$ cat config.mk
export PLATFORM = sky130hd
export DESIGN_NAME = dma_block_sequencer_flat
export DESIGN_NICKNAME = d
export VERILOG_FILES = /design/src/rtl/dma_block_sequencer_pkg.sv /design/src/rtl/dma_block_sequencer_if.sv /design/src/rtl/sdh_stop_timer.sv /design/src/rtl/dma_block_sequencer.sv /design/src/flat_wrapper.sv
export SDC_FILE = /design/constraint.sdc
export NUM_CORES = 1
export LEC_CHECK = 0
export CAP_MARGIN = 20
export CORE_AREA = 2 2 88 90
export DETAILED_ROUTE_END_ITERATION = 8
export DIE_AREA = 0 0 90 92
export DONT_BUFFER_PORTS = 1
export PLACE_DENSITY = 0.66
export SETUP_SLACK_MARGIN = 0.3
export SYNTH_ARGS = -nofsm -noshare
export SYNTH_HDL_FRONTEND = slang
export SYNTH_SLANG_ARGS = --single-unit
$ cat constraint.sdc
create_clock -name CLK -period 2.6 [get_ports CLK]
set_clock_uncertainty 0.1 [all_clocks]
set_input_delay 0.52 -clock CLK [delete_from_list [all_inputs] [get_ports CLK]]
set_output_delay 0.52 -clock CLK [all_outputs]
set_load 0.01 [all_outputs]
$ cat src/rtl/dma_block_sequencer_pkg.sv
// Shared types for the SD host DMA block sequencer: transfer codes, FSM states, defaults.
// SDH_BLOCK_GAP_EN adds the block-gap (GAP) state.
package dma_block_sequencer_pkg;

  localparam int unsigned CNT_W_DEF        = 16;
  localparam int unsigned STOP_TIMEOUT_DEF = 1023;

  typedef enum logic [1:0] {
    XFER_SINGLE        = 2'b00,
    XFER_INFINITE      = 2'b01,
    XFER_MULTIPLE      = 2'b10,
    XFER_STOP_MULTIPLE = 2'b11
  } xfer_type_e;

  typedef enum logic [2:0] {
    ST_IDLE = 3'd0,
    ST_LOAD = 3'd1,
    ST_REQ  = 3'd2,
    ST_WAIT = 3'd3,
    ST_STOP = 3'd4,
    ST_FIN  = 3'd5
`ifdef SDH_BLOCK_GAP_EN
    , ST_GAP = 3'd6
`endif
  } seq_state_e;

  // Transfer types that end with CMD12 when aborted.
  function automatic logic abortable(input xfer_type_e t);
    return (t == XFER_MULTIPLE) || (t == XFER_INFINITE);
  endfunction

endpackage

$ cat src/rtl/dma_block_sequencer_if.sv
// Handshake bundle between the sequencer and its decoder / data path / command issuer.
// SDH_BLOCK_GAP_EN adds Gap_Req, Continue and Gap_Stopped.
interface dma_block_sequencer_if #(
  parameter int unsigned CNT_W = dma_block_sequencer_pkg::CNT_W_DEF
);

  logic             Start;
  logic [1:0]       Transfer_Type;
  logic [CNT_W-1:0] Block_Count;
  logic             Abort;
  logic             Block_Req;
  logic             Block_Done;
  logic             Stop_Req;
  logic             Stop_Ack;
  logic             Busy;
  logic             Done;
  logic             Stop_Err;
  logic [CNT_W-1:0] Blocks_Left;
  logic [CNT_W-1:0] Blocks_Xfered;
`ifdef SDH_BLOCK_GAP_EN
  logic             Gap_Req;
  logic             Continue;
  logic             Gap_Stopped;
`endif

  modport master (
    output Start, Transfer_Type, Block_Count, Abort, Block_Done, Stop_Ack,
`ifdef SDH_BLOCK_GAP_EN
    output Gap_Req, Continue,
    input  Gap_Stopped,
`endif
    input  Block_Req, Stop_Req, Busy, Done, Stop_Err, Blocks_Left, Blocks_Xfered
  );

  modport slave (
    input  Start, Transfer_Type, Block_Count, Abort, Block_Done, Stop_Ack,
`ifdef SDH_BLOCK_GAP_EN
    input  Gap_Req, Continue,
    output Gap_Stopped,
`endif
    output Block_Req, Stop_Req, Busy, Done, Stop_Err, Blocks_Left, Blocks_Xfered
  );

endinterface

$ cat src/rtl/sdh_stop_timer.sv
// CMD12 acknowledge timeout: counts while enabled, clears when disabled,
// flags expiry on the cycle the count would reach LIMIT.
module sdh_stop_timer #(
  parameter int unsigned LIMIT = 1023
) (
  input  logic clk,
  input  logic rst,
  input  logic en,
  output logic expired_c
);

  localparam int unsigned CW = $clog2(LIMIT + 1);

  logic [CW-1:0] cnt_q, cnt_d;

  always_comb begin
    cnt_d     = en ? (cnt_q + CW'(1)) : '0;
    expired_c = en && (cnt_q == CW'(LIMIT - 1));
  end

  always_ff @(posedge clk) begin
    if (rst) cnt_q <= '0;
    else     cnt_q <= cnt_d;
  end

endmodule

$ cat src/rtl/dma_block_sequencer.sv
// Block-level sequencer for the SD host DMA: one Block_Req per block, block accounting,
// and CMD12 request at the end of multi-block/aborted transfers. Option: SDH_BLOCK_GAP_EN.
module dma_block_sequencer
  import dma_block_sequencer_pkg::*;
#(
  parameter int unsigned CNT_W        = CNT_W_DEF,
  parameter int unsigned STOP_TIMEOUT = STOP_TIMEOUT_DEF
) (
  input  logic                  CLK,
  input  logic                  RESET,
  dma_block_sequencer_if.slave  bus
);

  seq_state_e       state_q, state_d;
  xfer_type_e       xfer_type_q, xfer_type_d;
  logic [CNT_W-1:0] count_q, count_d;
  logic [CNT_W-1:0] blocks_left_q, blocks_left_d;
  logic [CNT_W-1:0] blocks_xfered_q, blocks_xfered_d;
  logic             block_req_q, block_req_d;
  logic             stop_req_q, stop_req_d;
  logic             busy_q, busy_d;
  logic             done_q, done_d;
  logic             stop_err_q, stop_err_d;
`ifdef SDH_BLOCK_GAP_EN
  logic             gap_stopped_q, gap_stopped_d;
`endif
  logic             timer_expired_c;

  sdh_stop_timer #(.LIMIT(STOP_TIMEOUT)) u_stop_timer (
    .clk       (CLK),
    .rst       (RESET),
    .en        (state_q == ST_STOP),
    .expired_c (timer_expired_c)
  );

  // Next-state and registered-output logic; outputs follow the next state.
  always_comb begin
    state_d         = state_q;
    xfer_type_d     = xfer_type_q;
    count_d         = count_q;
    blocks_left_d   = blocks_left_q;
    blocks_xfered_d = blocks_xfered_q;
    stop_err_d      = stop_err_q;

    case (state_q)
      ST_IDLE: begin
        if (bus.Start) begin
          state_d         = ST_LOAD;
          xfer_type_d     = xfer_type_e'(bus.Transfer_Type);
          count_d         = bus.Block_Count;
          stop_err_d      = 1'b0;
          blocks_xfered_d = '0;
        end
      end

      ST_LOAD: begin
        case (xfer_type_q)
          XFER_SINGLE: begin
            blocks_left_d = CNT_W'(1);
            state_d       = ST_REQ;
          end
          XFER_INFINITE: begin
            blocks_left_d = '0;
            state_d       = ST_REQ;
          end
          XFER_MULTIPLE: begin
            blocks_left_d = count_q;
            state_d       = (count_q == '0) ? ST_STOP : ST_REQ;
          end
          default: begin
            blocks_left_d = '0;
            state_d       = ST_STOP;
          end
        endcase
      end

      ST_REQ: state_d = ST_WAIT;

      ST_WAIT: begin
        if (bus.Block_Done) begin
          blocks_xfered_d = blocks_xfered_q + CNT_W'(1);
          if ((xfer_type_q != XFER_INFINITE) && (blocks_left_q != '0))
            blocks_left_d = blocks_left_q - CNT_W'(1);
          if (xfer_type_q == XFER_SINGLE)
            state_d = ST_FIN;
          else if ((xfer_type_q == XFER_MULTIPLE) && (blocks_left_d == '0))
            state_d = ST_STOP;
          else if (abortable(xfer_type_q) && bus.Abort)
            state_d = ST_STOP;
`ifdef SDH_BLOCK_GAP_EN
          else if (bus.Gap_Req)
            state_d = ST_GAP;
`endif
          else
            state_d = ST_REQ;
        end
      end

`ifdef SDH_BLOCK_GAP_EN
      ST_GAP: begin
        if (bus.Abort)         state_d = ST_STOP;
        else if (bus.Continue) state_d = ST_REQ;
      end
`endif

      // An ack arriving on the expiry cycle still counts as success.
      ST_STOP: begin
        if (bus.Stop_Ack) begin
          state_d = ST_FIN;
        end else if (timer_expired_c) begin
          stop_err_d = 1'b1;
          state_d    = ST_FIN;
        end
      end

      ST_FIN:  state_d = ST_IDLE;

      default: state_d = ST_IDLE;
    endcase

    block_req_d = (state_d == ST_REQ);
    stop_req_d  = (state_d == ST_STOP);
    busy_d      = (state_d != ST_IDLE);
    done_d      = (state_d == ST_FIN);
`ifdef SDH_BLOCK_GAP_EN
    gap_stopped_d = (state_d == ST_GAP);
`endif
  end

  always_ff @(posedge CLK) begin
    if (RESET) begin
      state_q         <= ST_IDLE;
      xfer_type_q     <= XFER_SINGLE;
      count_q         <= '0;
      blocks_left_q   <= '0;
      blocks_xfered_q <= '0;
      block_req_q     <= 1'b0;
      stop_req_q      <= 1'b0;
      busy_q          <= 1'b0;
      done_q          <= 1'b0;
      stop_err_q      <= 1'b0;
`ifdef SDH_BLOCK_GAP_EN
      gap_stopped_q   <= 1'b0;
`endif
    end else begin
      state_q         <= state_d;
      xfer_type_q     <= xfer_type_d;
      count_q         <= count_d;
      blocks_left_q   <= blocks_left_d;
      blocks_xfered_q <= blocks_xfered_d;
      block_req_q     <= block_req_d;
      stop_req_q      <= stop_req_d;
      busy_q          <= busy_d;
      done_q          <= done_d;
      stop_err_q      <= stop_err_d;
`ifdef SDH_BLOCK_GAP_EN
      gap_stopped_q   <= gap_stopped_d;
`endif
    end
  end

  assign bus.Block_Req     = block_req_q;
  assign bus.Stop_Req      = stop_req_q;
  assign bus.Busy          = busy_q;
  assign bus.Done          = done_q;
  assign bus.Stop_Err      = stop_err_q;
  assign bus.Blocks_Left   = blocks_left_q;
  assign bus.Blocks_Xfered = blocks_xfered_q;
`ifdef SDH_BLOCK_GAP_EN
  assign bus.Gap_Stopped   = gap_stopped_q;
`endif

endmodule
$ cat src/flat_wrapper.sv
// flat-port wrapper written by rule: the top's interface ports become plain ports
module dma_block_sequencer_flat import dma_block_sequencer_pkg::*;
#(
  parameter int unsigned CNT_W        = CNT_W_DEF,
  parameter int unsigned STOP_TIMEOUT = STOP_TIMEOUT_DEF
)
  (CLK, RESET, bus_Start, bus_Transfer_Type, bus_Block_Count, bus_Abort, bus_Block_Done, bus_Stop_Ack, bus_Block_Req, bus_Stop_Req, bus_Busy, bus_Done, bus_Stop_Err, bus_Blocks_Left, bus_Blocks_Xfered);
  dma_block_sequencer_if #(.CNT_W(CNT_W)) bus_i ();
  input  logic CLK;
  input  logic RESET;
  input wire logic [$bits(bus_i.Start)-1:0] bus_Start;
  input wire logic [$bits(bus_i.Transfer_Type)-1:0] bus_Transfer_Type;
  input wire logic [$bits(bus_i.Block_Count)-1:0] bus_Block_Count;
  input wire logic [$bits(bus_i.Abort)-1:0] bus_Abort;
  input wire logic [$bits(bus_i.Block_Done)-1:0] bus_Block_Done;
  input wire logic [$bits(bus_i.Stop_Ack)-1:0] bus_Stop_Ack;
  output wire logic [$bits(bus_i.Block_Req)-1:0] bus_Block_Req;
  output wire logic [$bits(bus_i.Stop_Req)-1:0] bus_Stop_Req;
  output wire logic [$bits(bus_i.Busy)-1:0] bus_Busy;
  output wire logic [$bits(bus_i.Done)-1:0] bus_Done;
  output wire logic [$bits(bus_i.Stop_Err)-1:0] bus_Stop_Err;
  output wire logic [$bits(bus_i.Blocks_Left)-1:0] bus_Blocks_Left;
  output wire logic [$bits(bus_i.Blocks_Xfered)-1:0] bus_Blocks_Xfered;
  assign bus_i.Start = bus_Start;
  assign bus_i.Transfer_Type = bus_Transfer_Type;
  assign bus_i.Block_Count = bus_Block_Count;
  assign bus_i.Abort = bus_Abort;
  assign bus_i.Block_Done = bus_Block_Done;
  assign bus_i.Stop_Ack = bus_Stop_Ack;
  assign bus_Block_Req = bus_i.Block_Req;
  assign bus_Stop_Req = bus_i.Stop_Req;
  assign bus_Busy = bus_i.Busy;
  assign bus_Done = bus_i.Done;
  assign bus_Stop_Err = bus_i.Stop_Err;
  assign bus_Blocks_Left = bus_i.Blocks_Left;
  assign bus_Blocks_Xfered = bus_i.Blocks_Xfered;
  dma_block_sequencer #(.CNT_W(CNT_W), .STOP_TIMEOUT(STOP_TIMEOUT)) u_core (.CLK(CLK), .RESET(RESET), .bus(bus_i));
endmodule
==> reports/summary.txt <==
Status -> finished, final reports clean
Routability cong. -> 0.937
Max cap viols -> 0
Slew HR -> 60.0%
Ys flop type -> dfxtp_1
Startpoint types -> flip-flop
Met1 GRT Util -> 26.6%
Initial antenna violation count -> 0
First-pass GRT wire length -> 15.2 mm
Nets@finish -> 522
Fin area -> 4380 um^2
Layout cells sized above 1 -> 21.4%
Drt first pass iters -> 4
Net Count, Synth -> 489
Register area share after synthesis -> 38.3%
Number of global-route vias before repair -> 3,247
Total CTS buffers -> 9
Die W -> 90 um
Minimum clock period -> 2.48 ns
Post-CTS Hold Fix Bufs -> 0
Final-report hold violation count -> 0
Average via count per standard cell -> 5.64
Total track usage -> 22.7%
Worst-Margin Slew -> 0.599 ns
Worst Setup End Kind -> flip-flop
Critical path data required time -> 2.73 ns
Max Root-Sink Buffers -> 2
Port Buffers -> 0
Mapped Cells -> 457
Pin count of the biggest net entering global routing -> 41
Peak VDD IR -> 461 uV
Final Cycle Share -> 95.4%
Mapped Area -> 3550 um^2
Synth warn -> 0
P per Cell Area -> 949 nW/um^2
Unrepaired setup endpoints after global routing -> yes
FFs w/ async S/R, synth -> 0%
Core area -> 7450 um^2
Total Power -> 0.00415 W
Leakage -> 1.66 nW
M2 GR Usage -> 38.4%
Post-DRT Antenna Nets -> 0
First DRT Iteration DRCs -> 165
Gr ovfl total -> 0
CTS clk-pin slew, worst paths -> 0.08 ns
TritonCTS Sinks -> 68
Worst min-delay path category -> in2reg
Die area -> 8280 um^2
Post-synth EDFFs -> 0
GRT busiest layer -> met2
Critical setup path kind -> reg2reg
WL per Instance -> 15.7 um
Fillers -> 696
Via count -> 3,365
Post-synth cell types -> 55
Initial core utilization -> 47.7%
Worst-Skew Late Latency -> 0.35 ns
DP HPWL -> 6.52 mm
Number of instances in the placed design -> 562
Highest clock rate -> 0.403 GHz
# H-tree levels -> 3
Syn Area/Cell -> 7.78 um^2
Synth Register Bits -> 68
N_diodes -> 0
Met3 usage -> 5.59%
Commonest non-fill, non-tap cells in the layout -> nor2_1, dfxtp_1, a21oi_1
Io pins -> 61
Routed wire length -> 9.39 mm
TritonCTS clock tree -> built
Crit-path max FO -> 3
Chip height -> 92 um
Final setup vio count -> 0
Num rows -> 32
CP arrival -> 2.61 ns
Layout area overhead -> 23.1%
Non-Filler Instances -> 597
Root Buffer -> clkbuf_8
Max-slew violation total from the final report -> 0
DRC viols -> 0
Placed Area -> 3820 um^2
cell usage after synthesis (2+ instances only):
master | number | area, um^2
nor4b_2 | 2 | 30.0
and3_1 | 3 | 18.8
a31oi_1 | 12 | 75.1
nand3b_1 | 2 | 15.0
o31ai_1 | 2 | 15.0
or2_2 | 3 | 18.8
nor2_1 | 62 | 233
nand2_1 | 55 | 206
nand3_1 | 12 | 60.1
nand2b_1 | 6 | 37.5
nor4_1 | 6 | 37.5
o22ai_1 | 5 | 31.3
nor4_4 | 3 | 63.8
inv_1 | 15 | 56.3
or4_1 | 2 | 15.0
dfxtp_1 | 68 | 1360
nor3b_1 | 2 | 15.0
and4_2 | 2 | 20.0
nor3_1 | 11 | 55.1
nor2b_1 | 7 | 43.8
o21a_1 | 3 | 22.5
a21oi_1 | 59 | 295
nand4_1 | 9 | 56.3
a41oi_1 | 4 | 35.0
a311oi_1 | 2 | 17.5
or3_1 | 10 | 62.6
buf_1 | 2 | 7.51
xor2_1 | 12 | 105
xnor2_1 | 7 | 61.3
clkbuf_1 | 21 | 78.8
o21ai_0 | 15 | 75.1
ha_1 | 8 | 100
and4_1 | 3 | 26.3
area by class of cell:
| type | count | area [um^2] | share of cell area (%) |
|---|---|---|---|
| clock buffers | 10 | 138 | 3.15 |
| inverters | 15 | 56.3 | 1.29 |
| repair buffers | 48 | 368 | 8.41 |
| flip-flops and latches | 68 | 1370 | 31.3 |
| multi-input cells | 348 | 2160 | 49.3 |
| well taps | 102 | 128 | 2.92 |
| clock inverters | 6 | 159 | 3.63 |
timing repair:
item / 4_1_cts / 5_1_grt
setup endpoints to repair: 6 / 17
buffers inserted: 11 / 8
resized for setup: 8 / 22
pin swaps: 5 / 18
worst paths after layout:
kind / startpoint / end / slack (ns) / cells past startpoint
min: RESET / u_core.bus.Blocks_Xfered[1] / 0.14 / 1
min reg2reg: u_core.count_q[10] / u_core.count_q[10] / 0.37 / 2
max: u_core.bus.Blocks_Left[0] / u_core.bus.Busy / 0.12 / 11
max reg2reg: u_core.bus.Blocks_Left[0] / u_core.bus.Busy / 0.12 / 11
per-layer routing:
metal  share of wire [%]  wire length [um]  vias up
li1                    -                 -     1676
met1                  43              4040     1546
met2                  48              4490      112
met3                 5.4               511       31
met4                 3.7               348        0
met5                   0                 0        -
flip-flops by register name, summed over array words and instances, names as in the netlist:
signal and cells:
u_core.u_stop_timer.cnt_q 10, u_core.bus.Stop_Err 1, u_core.state_q 3, u_core.bus.Blocks_Left 16, u_core.bus.Stop_Req 1, u_core.bus.Busy 1
u_core.bus.Done 1, u_core.bus.Block_Req 1, u_core.bus.Blocks_Xfered 16, u_core.count_q 16, u_core.xfer_type_q 2
logic make-up (layout without fill, tap and decap cells):
group / Yosys count / count (layout) / synth area share (%)
buf+inv: 41 / 79 / 4.68
xor+xnor: 19 / 19 / 4.68
simple gates: 209 / 209 / 31.0
compound gates: 110 / 110 / 17.8
flops: 68 / 68 / 38.3
mux: 2 / 2 / 0.739
fa+ha+maj: 8 / 8 / 2.82
critical path, stage by stage (launching register included):
cell     delay, ns
dfxtp_2       0.33
inv_1         0.06
ha_2          0.19
nor4b_4       0.27
nand2_2       0.10
or3_1         0.33
mux2_4        0.24
nor3_4        0.04
buf_4         0.15
a31oi_4       0.16
inv_2         0.05
or3_1         0.35
report_power, final:
part           total, W  internal [W]  switching [W]
combinational   0.00160      0.000745       0.000859
sequential      0.00127       0.00115       0.000129
clock           0.00127      0.000859       0.000413
total           0.00415       0.00275        0.00140
through the flow:
step / TNS [ns] / util (%) / hold WS, ns / setup WS, ns
finish: 0 / 58.8 / 0.142 / 0.119
global route: 0 / 58.8 / 0.129 / 0.0198
CTS: 0 / 56.9 / 0.125 / 0.0611
detailed placement: -0.0430 / 51.3 / 0.362 / -0.0430
global placement: 0 / 51.3 / 0.356 / 0.0373
floorplan: 0 / - / 0.341 / 0.0673
Note: power is estimated with default switching activity, not from simulation.
